**src/rtl/prim_fifo_sync_cnt.sv**
```systemverilog
// prim_fifo_sync_cnt: single-clock ready/valid FIFO with an explicit occupancy count.
// Pointer and count widths follow vbits(): vbits(n) = (n <= 1) ? 1 : $clog2(n),
// so Depth=1 and non-power-of-two depths are sized correctly.
// Optional macro PRIM_FIFO_PASSTHRU_EN: zero-latency bypass while the FIFO is empty.
module prim_fifo_sync_cnt #(
  parameter  int unsigned Width  = 16,
  parameter  int unsigned Depth  = 4,
  localparam int unsigned PtrW   = (Depth > 1) ? $clog2(Depth) : 1,
  localparam int unsigned DepthW = ((Depth + 1) > 1) ? $clog2(Depth + 1) : 1
) (
  input  logic              clk_i,
  input  logic              rst_ni,
  input  logic              clr_i,
  input  logic              wvalid_i,
  output logic              wready_o,
  input  logic [Width-1:0]  wdata_i,
  output logic              rvalid_o,
  input  logic              rready_i,
  output logic [Width-1:0]  rdata_o,
  output logic              full_o,
  output logic [DepthW-1:0] depth_o
);

  logic [Width-1:0]  storage [Depth];
  logic [PtrW-1:0]   wptr_reg;
  logic [PtrW-1:0]   rptr_reg;
  logic [DepthW-1:0] count_reg;

  logic empty;
  logic full;
  logic push;
  logic pop;
  logic bypass;
  logic do_push;
  logic do_pop;

  // Pointers wrap at Depth-1 rather than at a power of two; Depth=1 pins them at 0.
  function automatic logic [PtrW-1:0] next_ptr(input logic [PtrW-1:0] ptr);
    if (ptr == PtrW'(Depth - 1)) begin
      return '0;
    end
    return ptr + PtrW'(1);
  endfunction

  assign empty   = (count_reg == '0);
  assign full    = (count_reg == DepthW'(Depth));
  assign full_o  = full;
  assign depth_o = count_reg;

  // A flush blocks both sides in the cycle it is asserted.
  assign wready_o = !full & !clr_i;

`ifdef PRIM_FIFO_PASSTHRU_EN
  // Empty FIFO forwards the producer word directly; it is only stored if the consumer stalls.
  assign rvalid_o = clr_i ? 1'b0 : (empty ? wvalid_i : 1'b1);
  assign rdata_o  = empty ? wdata_i : storage[rptr_reg];
  assign bypass   = empty & wvalid_i & rready_i & !clr_i;
`else
  assign rvalid_o = !empty & !clr_i;
  assign rdata_o  = empty ? '0 : storage[rptr_reg];
  assign bypass   = 1'b0;
`endif

  assign push    = wvalid_i & wready_o;
  assign pop     = rvalid_o & rready_i;
  // A bypassed word neither enters nor leaves storage.
  assign do_push = push & !bypass;
  assign do_pop  = pop & !bypass;

  // Pointer and count state: flush wins over push/pop, count is tracked explicitly.
  always_ff @(posedge clk_i or negedge rst_ni) begin
    if (!rst_ni) begin
      wptr_reg  <= '0;
      rptr_reg  <= '0;
      count_reg <= '0;
    end else if (clr_i) begin
      wptr_reg  <= '0;
      rptr_reg  <= '0;
      count_reg <= '0;
    end else begin
      if (do_push) begin
        wptr_reg <= next_ptr(wptr_reg);
      end
      if (do_pop) begin
        rptr_reg <= next_ptr(rptr_reg);
      end
      case ({do_push, do_pop})
        2'b10:   count_reg <= count_reg + DepthW'(1);
        2'b01:   count_reg <= count_reg - DepthW'(1);
        default: count_reg <= count_reg;
      endcase
    end
  end

  // Storage write port; contents are never reset, only made unreachable by pointers.
  always_ff @(posedge clk_i) begin
    if (do_push) begin
      storage[wptr_reg] <= wdata_i;
    end
  end

`ifndef SYNTHESIS
  a_depth_min : assert property (@(posedge clk_i) Depth >= 1);
  a_count_max : assert property (@(posedge clk_i) disable iff (!rst_ni)
                                 count_reg <= DepthW'(Depth));
  a_no_push_full : assert property (@(posedge clk_i) disable iff (!rst_ni)
                                    !(do_push && full));
  a_no_pop_empty : assert property (@(posedge clk_i) disable iff (!rst_ni)
                                    !(do_pop && empty));
`endif

endmodule

```
**config.mk**
```make
export PLATFORM = sky130hd
export DESIGN_NAME = prim_fifo_sync_cnt
export DESIGN_NICKNAME = d
export VERILOG_FILES = /design/src/rtl/prim_fifo_sync_cnt.sv
export SDC_FILE = /design/constraint.sdc
export NUM_CORES = 1
export LEC_CHECK = 0
export ABC_AREA = 1
export ABC_CLOCK_PERIOD_IN_PS = 3100
export BUFFER_PORTS_ARGS = -buffer_cell sky130_fd_sc_hd__buf_2
export CORE_ASPECT_RATIO = 1.75
export CORE_MARGIN = 5
export CORE_UTILIZATION = 63
export CTS_BUF_LIST = sky130_fd_sc_hd__clkbuf_8
export DETAILED_ROUTE_END_ITERATION = 12
export PLACE_DENSITY = 0.94
export SLEW_MARGIN = 20
export SYNTH_ARGS = -nofsm -noshare
export SYNTH_HDL_FRONTEND = slang
export SYNTH_SLANG_ARGS = --single-unit
```
**constraint.sdc**
```tcl
create_clock -name clk_i -period 3.1 [get_ports clk_i]
set_clock_uncertainty 0.1 [all_clocks]
set_input_delay 0.155 -clock clk_i [delete_from_list [all_inputs] [get_ports clk_i]]
set_output_delay 0.155 -clock clk_i [all_outputs]
set_load 0.01 [all_outputs]
```
Word-level counts from Yosys, hierarchy flattened
Memories as Yosys holds them, arrays and structs flattened.
Cells that the tools add are included.
Widths: inputs -> output; s select.
{"block": "totals", "mem_count": 1, "rom_bits": 0, "ramBits": 64, "output_inout_bits": 22, "wordCells": 43, "regBits": 7, "latchBits": 0}
{"name": "storage", "depth": 4, "width": 16, "rd": 1, "rd_ports_with_merged_regs": 0, "wr": 1, "line_no": "24", "source": "logic [Width-1:0] storage [Depth];"}
{"block": "classes", "bitwise_logic": 4, "n_mul": 0, "n_div": 0, "n_eq_ne": 5, "muxes": 19, "n_addsub": 4, "n_lt_le_gt_ge": 0, "shift": 0, "n_reduce_logical": 7}
{"op": "$mux 16", "n": 1}
{"op": "$mux 2", "n": 8}
{"op": "$mux 1", "n": 8}
{"op": "$eq 2x2->1 const B", "n": 3}
{"op": "$pmux 3 s2", "n": 1}
{"op": "$add 2x1->2 const B", "n": 2}
{"op": "$and 1x1->1", "n": 4}
{"op": "$reduce_bool 2->1", "n": 2}
{"op": "$add 3x1->3 const B", "n": 1}
{"op": "$eq 3x3->1 const B", "n": 1}
{"op": "$logic_not 1->1", "n": 3}
{"op": "$logic_not 3->1", "n": 1}
{"op": "$mux 3", "n": 1}
{"op": "$reduce_bool 3->1", "n": 1}
{"op": "$sub 3x1->3 const B", "n": 1}
{"op": "$eq 2x1->1 const B", "n": 1}

Longest topological paths before layout
{"block": "depth", "depth_word": 9, "mapped_depth": 13, "mapped_depth_nobuf": 13}

Worst setup path after synthesis
OpenSTA, ideal clock, no wires.
{"block": "synth_timing", "path_type": "register to register", "startpoint": "register count_reg[1] (netlist: depth_o[1])", "endpoint": "register count_reg[2] (netlist: depth_o[2])", "period_less_slack_ps": 1957, "stages_incl_launch_ff": 14, "setup_ps": 116, "n_path_buf": 0, "slack_ps": 1143, "t_arrival_ps": 1741, "required_ps": 2884, "cell_sequence": "dfrtp_1 nor2_4 nand2_2 nand2_4 nor2_8 nand2_4 inv_1 fa_1 xnor2_1 inv_1 nand2_2 nand2_2 nand3_2 nand2_2"}
{"block": "synth_via", "elab_chain_cells": 7, "word_cells_on_any_way": 15, "cone_classes": "add/sub (2); eq/ne (3); mux (2); bitwise (4); reduce/logical (4)"}
{"item": "start, declared", "line_no": "27", "source": "logic [DepthW-1:0] count_reg;"}
{"item": "start signal, assigned", "line_no": "88", "source": "2'b10: count_reg <= count_reg + DepthW'(1);"}
{"item": "start signal, assigned", "line_no": "89", "source": "2'b01: count_reg <= count_reg - DepthW'(1);"}
{"item": "start signal, assigned", "line_no": "90", "source": "default: count_reg <= count_reg;"}
{"item": "$eq 3x3->1 / $logic_not 3->1 (equally long branches)", "line_no": "46, 45"}
{"item": "$logic_not 1->1 (on tied branches)", "line_no": "51, 59"}
{"item": "$and 1x1->1 (on tied branches)", "line_no": "51, 59"}
{"item": "$and 1x1->1 (on tied branches)", "line_no": "64, 65"}
{"item": "$eq 2x1->1 / $eq 2x2->1 (equally long branches)", "line_no": "87", "source": "case ({do_push, do_pop})"}
{"item": "$pmux 3 s2", "line_no": "87"}
{"item": "$mux 3", "line_no": "76", "source": "end else if (clr_i) begin"}
Parallel ways exist; a longest one is shown, timed or not.
A chain may end at the register's enable or synchronous reset.

Worst setup path after layout
{"block": "layout_timing", "startpoint": "register rptr_reg[1]", "endpoint": "output port rdata_o[8]"}
{"block": "layout_via", "elab_chain_cells": 2}
{"item": "start, declared", "line_no": "26", "source": "logic [PtrW-1:0] rptr_reg;"}
{"item": "start signal, assigned", "line_no": "85", "source": "rptr_reg <= next_ptr(rptr_reg);"}
{"item": "$mem_v2 4x16"}
{"item": "$mux 16", "line_no": "60", "source": "assign rdata_o = empty ? '0 : storage[rptr_reg];"}
{"item": "end, declared", "line_no": "19", "source": "output logic [Width-1:0] rdata_o,"}
Every way passes these cells.

==> out/qor.yml <==
yosys:
  postSynthNetCount: 282
  yosys.area_share.xor_xnor_pct: 0.287
  synth-simple-area-share_pct: 15.2
  synth.ff_latch_count: 71
  synth.distinct_cells: 26
  share_of_cell_area_taken_by_muxes_after_synthesis_pct: 0
  synth.cell_area_um2: 3060
  seq_area_frac_synth_pct: 68.6
  avgSynthCellArea_um2: 12.0
  cells_after_synth: 255
  yosysWarningCount: 0
  largest_family_of_logic_cells_by_synthesized_area: "simple AND/OR/NAND/NOR gates"
  yosys.area_share.adder_pct: 2.70
  synth_compound_gate_area_share_pct: 8.89
placement:
  place.detailed.hpwl_um: 3940
  dpl.cell_count: 343
  port_buffers: 42
  dpl-instance-area_um2: 3300
  gp_routability_congestion: 0.808
  placement.setup.worst_slack_ns: 1.05
detailed_routing:
  via_density_per_instance: 5.67
  first_iter_violations: 145
  wl_per_cell_um: 16.9
  drtPass1Iterations: 4
  via_count: 2132
  detail-route-antenna-nets: 0
  final_routed_wirelength_across_all_metal_layers_um: 6360
  drc: 0
grt:
  grt_pass1_vias: 2183
  grt_first_pass_wirelength_um: 10000
  grt_overflow_total: 0
  initial_antenna_violation_count: 0
  maximum_number_of_pins_on_one_net_before_global_route_repair: 33
  groute.usage.overall_pct: 20.7
clock_network:
  cts.root.buffer_cell: "sky130_fd_sc_hd__clkbuf_8"
  cts_hold_repair.buffers: 17
  cts.repair.resized: 0
  cts_tree: "done"
  worstSkewPairLatency_ns: 0.33
  ctsLongestPathBuffers: 2
  clock_sinks: 71
  post-cts-setup-buffer-count: 0
  tritoncts.num_buffers: 9
  path_clk_slew_ns: 0.07
  cts.htree.levels: 3
sta:
  post-route-worst-setup-slack_ns: 0.739
  setup_tns_ns: 0
  grt_setup_unrepaired: "no"
  setup_viol_count_final: 0
  worst_slew_pin_slew_ns: 0.718
  hold_viol_final: 0
  period_minus_slack_ns: 2.36
  max-slew-margin-rel_pct: 52.2
  report.final.slew_viol_count: 0
  timing.final.crit_share_pct: 76.2
  post_route_worst_hold_slack_ns: 0.0440
  max_freq_mhz: 423
run:
  cap_viol_max_count: 0
power:
  cellLeakagePower_nw: 1.47
  power-per-cell-area_nw_per_um2: 764
  total_power_mw: 2.78
  vdd_drop_max_mv: 0.591
setup_path:
  crit_path_cell_trace: "inv_2 -> nor2_1 -> o21ai_0 -> a21oi_1 -> buf_2"
  worst_setup_path_end_kind: "primary output"
  worst_path_max_delay_cell: "sky130_fd_sc_hd__dfrtp_1"
  cp-start-kind: "flop"
  path_max_fanout: 18
  critPathTopFamily: "flip-flops"
  critical_path_class: "reg2out"
  critPathBufInv: 2
  worst_path_largest_cell_delay_ns: 0.81
  worst_ep_required_time_ns: 2.84
  critical_path_arrival_ns: 2.11
floorplan:
  start_util_pct: 64.9
  die_height_um: 102
  placementRows: 33
  io_pins: 43
  die_x_um: 62.6
  placeableCoreArea_um2: 4710
  floorplan.die_area_um2: 6400
layout:
  multi_input_comb_area_um2: 828
  drive_above_1_share_pct: 25.6
  antenna_cells_inserted: 0
  final_layout_fill_cell_count: 265
  final_util_pct: 77.3
  largest_reg_flops: 64
  area.growth.synth_to_final_pct: 19.1
  top_register: "storage"
  final_common_cell: "sky130_fd_sc_hd__nor2_1"
  finalInstanceArea_um2: 3640
  fin_nets: 346
  layout.area.seq_um2: 2100
  post_layout_nonfiller_instances: 376
  leading_cell_types_in_the_layout_fill_and_taps_excluded: "70 x sky130_fd_sc_hd__nor2_1, 64 x sky130_fd_sc_hd__edfxtp_1, 42 x sky130_fd_sc_hd__buf_2, 32 x sky130_fd_sc_hd__o21ai_0, 17 x sky130_fd_sc_hd__dlygate4sd3_1"
outcome:
  result_of_the_run: "completed"
worst_hold_path:
  min_path_type: "in2reg"
[kinds of logic (layout without fill, tap and decap cells)]
group | after synthesis | after routing
adder cells (fa/ha/maj) | 6 | 6
buffers and inverters | 27 | 96
AND/OR/NAND/NOR | 97 | 97
XOR/XNOR | 1 | 1
flip-flops | 71 | 71
AO/OA/AOI/OAI | 53 | 53
[final timing paths]
check | from | to | slack (ns) | depth (start not counted)
setup / recovery | rptr_reg[1] | rdata_o[8] | 0.74 | 5
hold / removal | wvalid_i | wptr_reg[1] | 0.04 | 3
setup reg to reg | depth_o[0] | depth_o[2] | 0.98 | 13
hold reg to reg | depth_o[1] | depth_o[1] | 0.53 | 2
max in group asynchronous | rst_ni | rptr_reg[1] | 2.62 | 2
min in group asynchronous | rst_ni | rptr_reg[0] | 0.10 | 2
[cell usage after synthesis, drive strengths merged]
cell / number / area share (%)
nand3: 8 / 1.9
ha: 5 / 2.0
o21a: 1 / 0.25
xnor2: 1 / 0.29
clkbuf: 3 / 0.49
inv: 16 / 2.1
nand4: 1 / 0.20
o21ai: 36 / 6.0
nor2: 72 / 9.6
fa: 1 / 0.66
nand2: 16 / 3.5
edfxtp: 64 / 63
a21oi: 16 / 2.6
buf: 8 / 1.6
dfrtp: 7 / 5.7
[layout make-up]
class                   instances  share of cell area (%)
flip-flops and latches         71                    57.6
multi-input cells             157                    22.8
repair buffers                 64                    11.5
clock buffers                   9                    3.40
inverters                      16                    1.79
well taps                      52                    1.79
clock inverters                 7                    1.13
[worst reg2reg max path, delay by kind of cell, from the launching register on]
kind | cells | cell delay (ns)
and+or+nand+nor | 9 | 0.71
DFF | 1 | 0.46
adders and majority gates | 1 | 0.38
xor gates and xnor gates | 1 | 0.22
buffers and inverters | 2 | 0.16
[metal layers]
metal	global-route usage, %	up-vias	share of wire [%]
met5	0	-	0
met4	11.6	0	2.4
met3	5.50	17	6.8
met2	36.5	96	55
met1	22.5	1016	36
li1	-	1003	-
[where the power goes]
part | switching [mW] | internal [mW] | leakage [nW]
combinational | 0.603 | 0.344 | 0.699
clock | 0.320 | 0.284 | 0.0939
sequential | 0.101 | 1.13 | 0.673
Note: power is estimated with default switching activity, not from simulation.
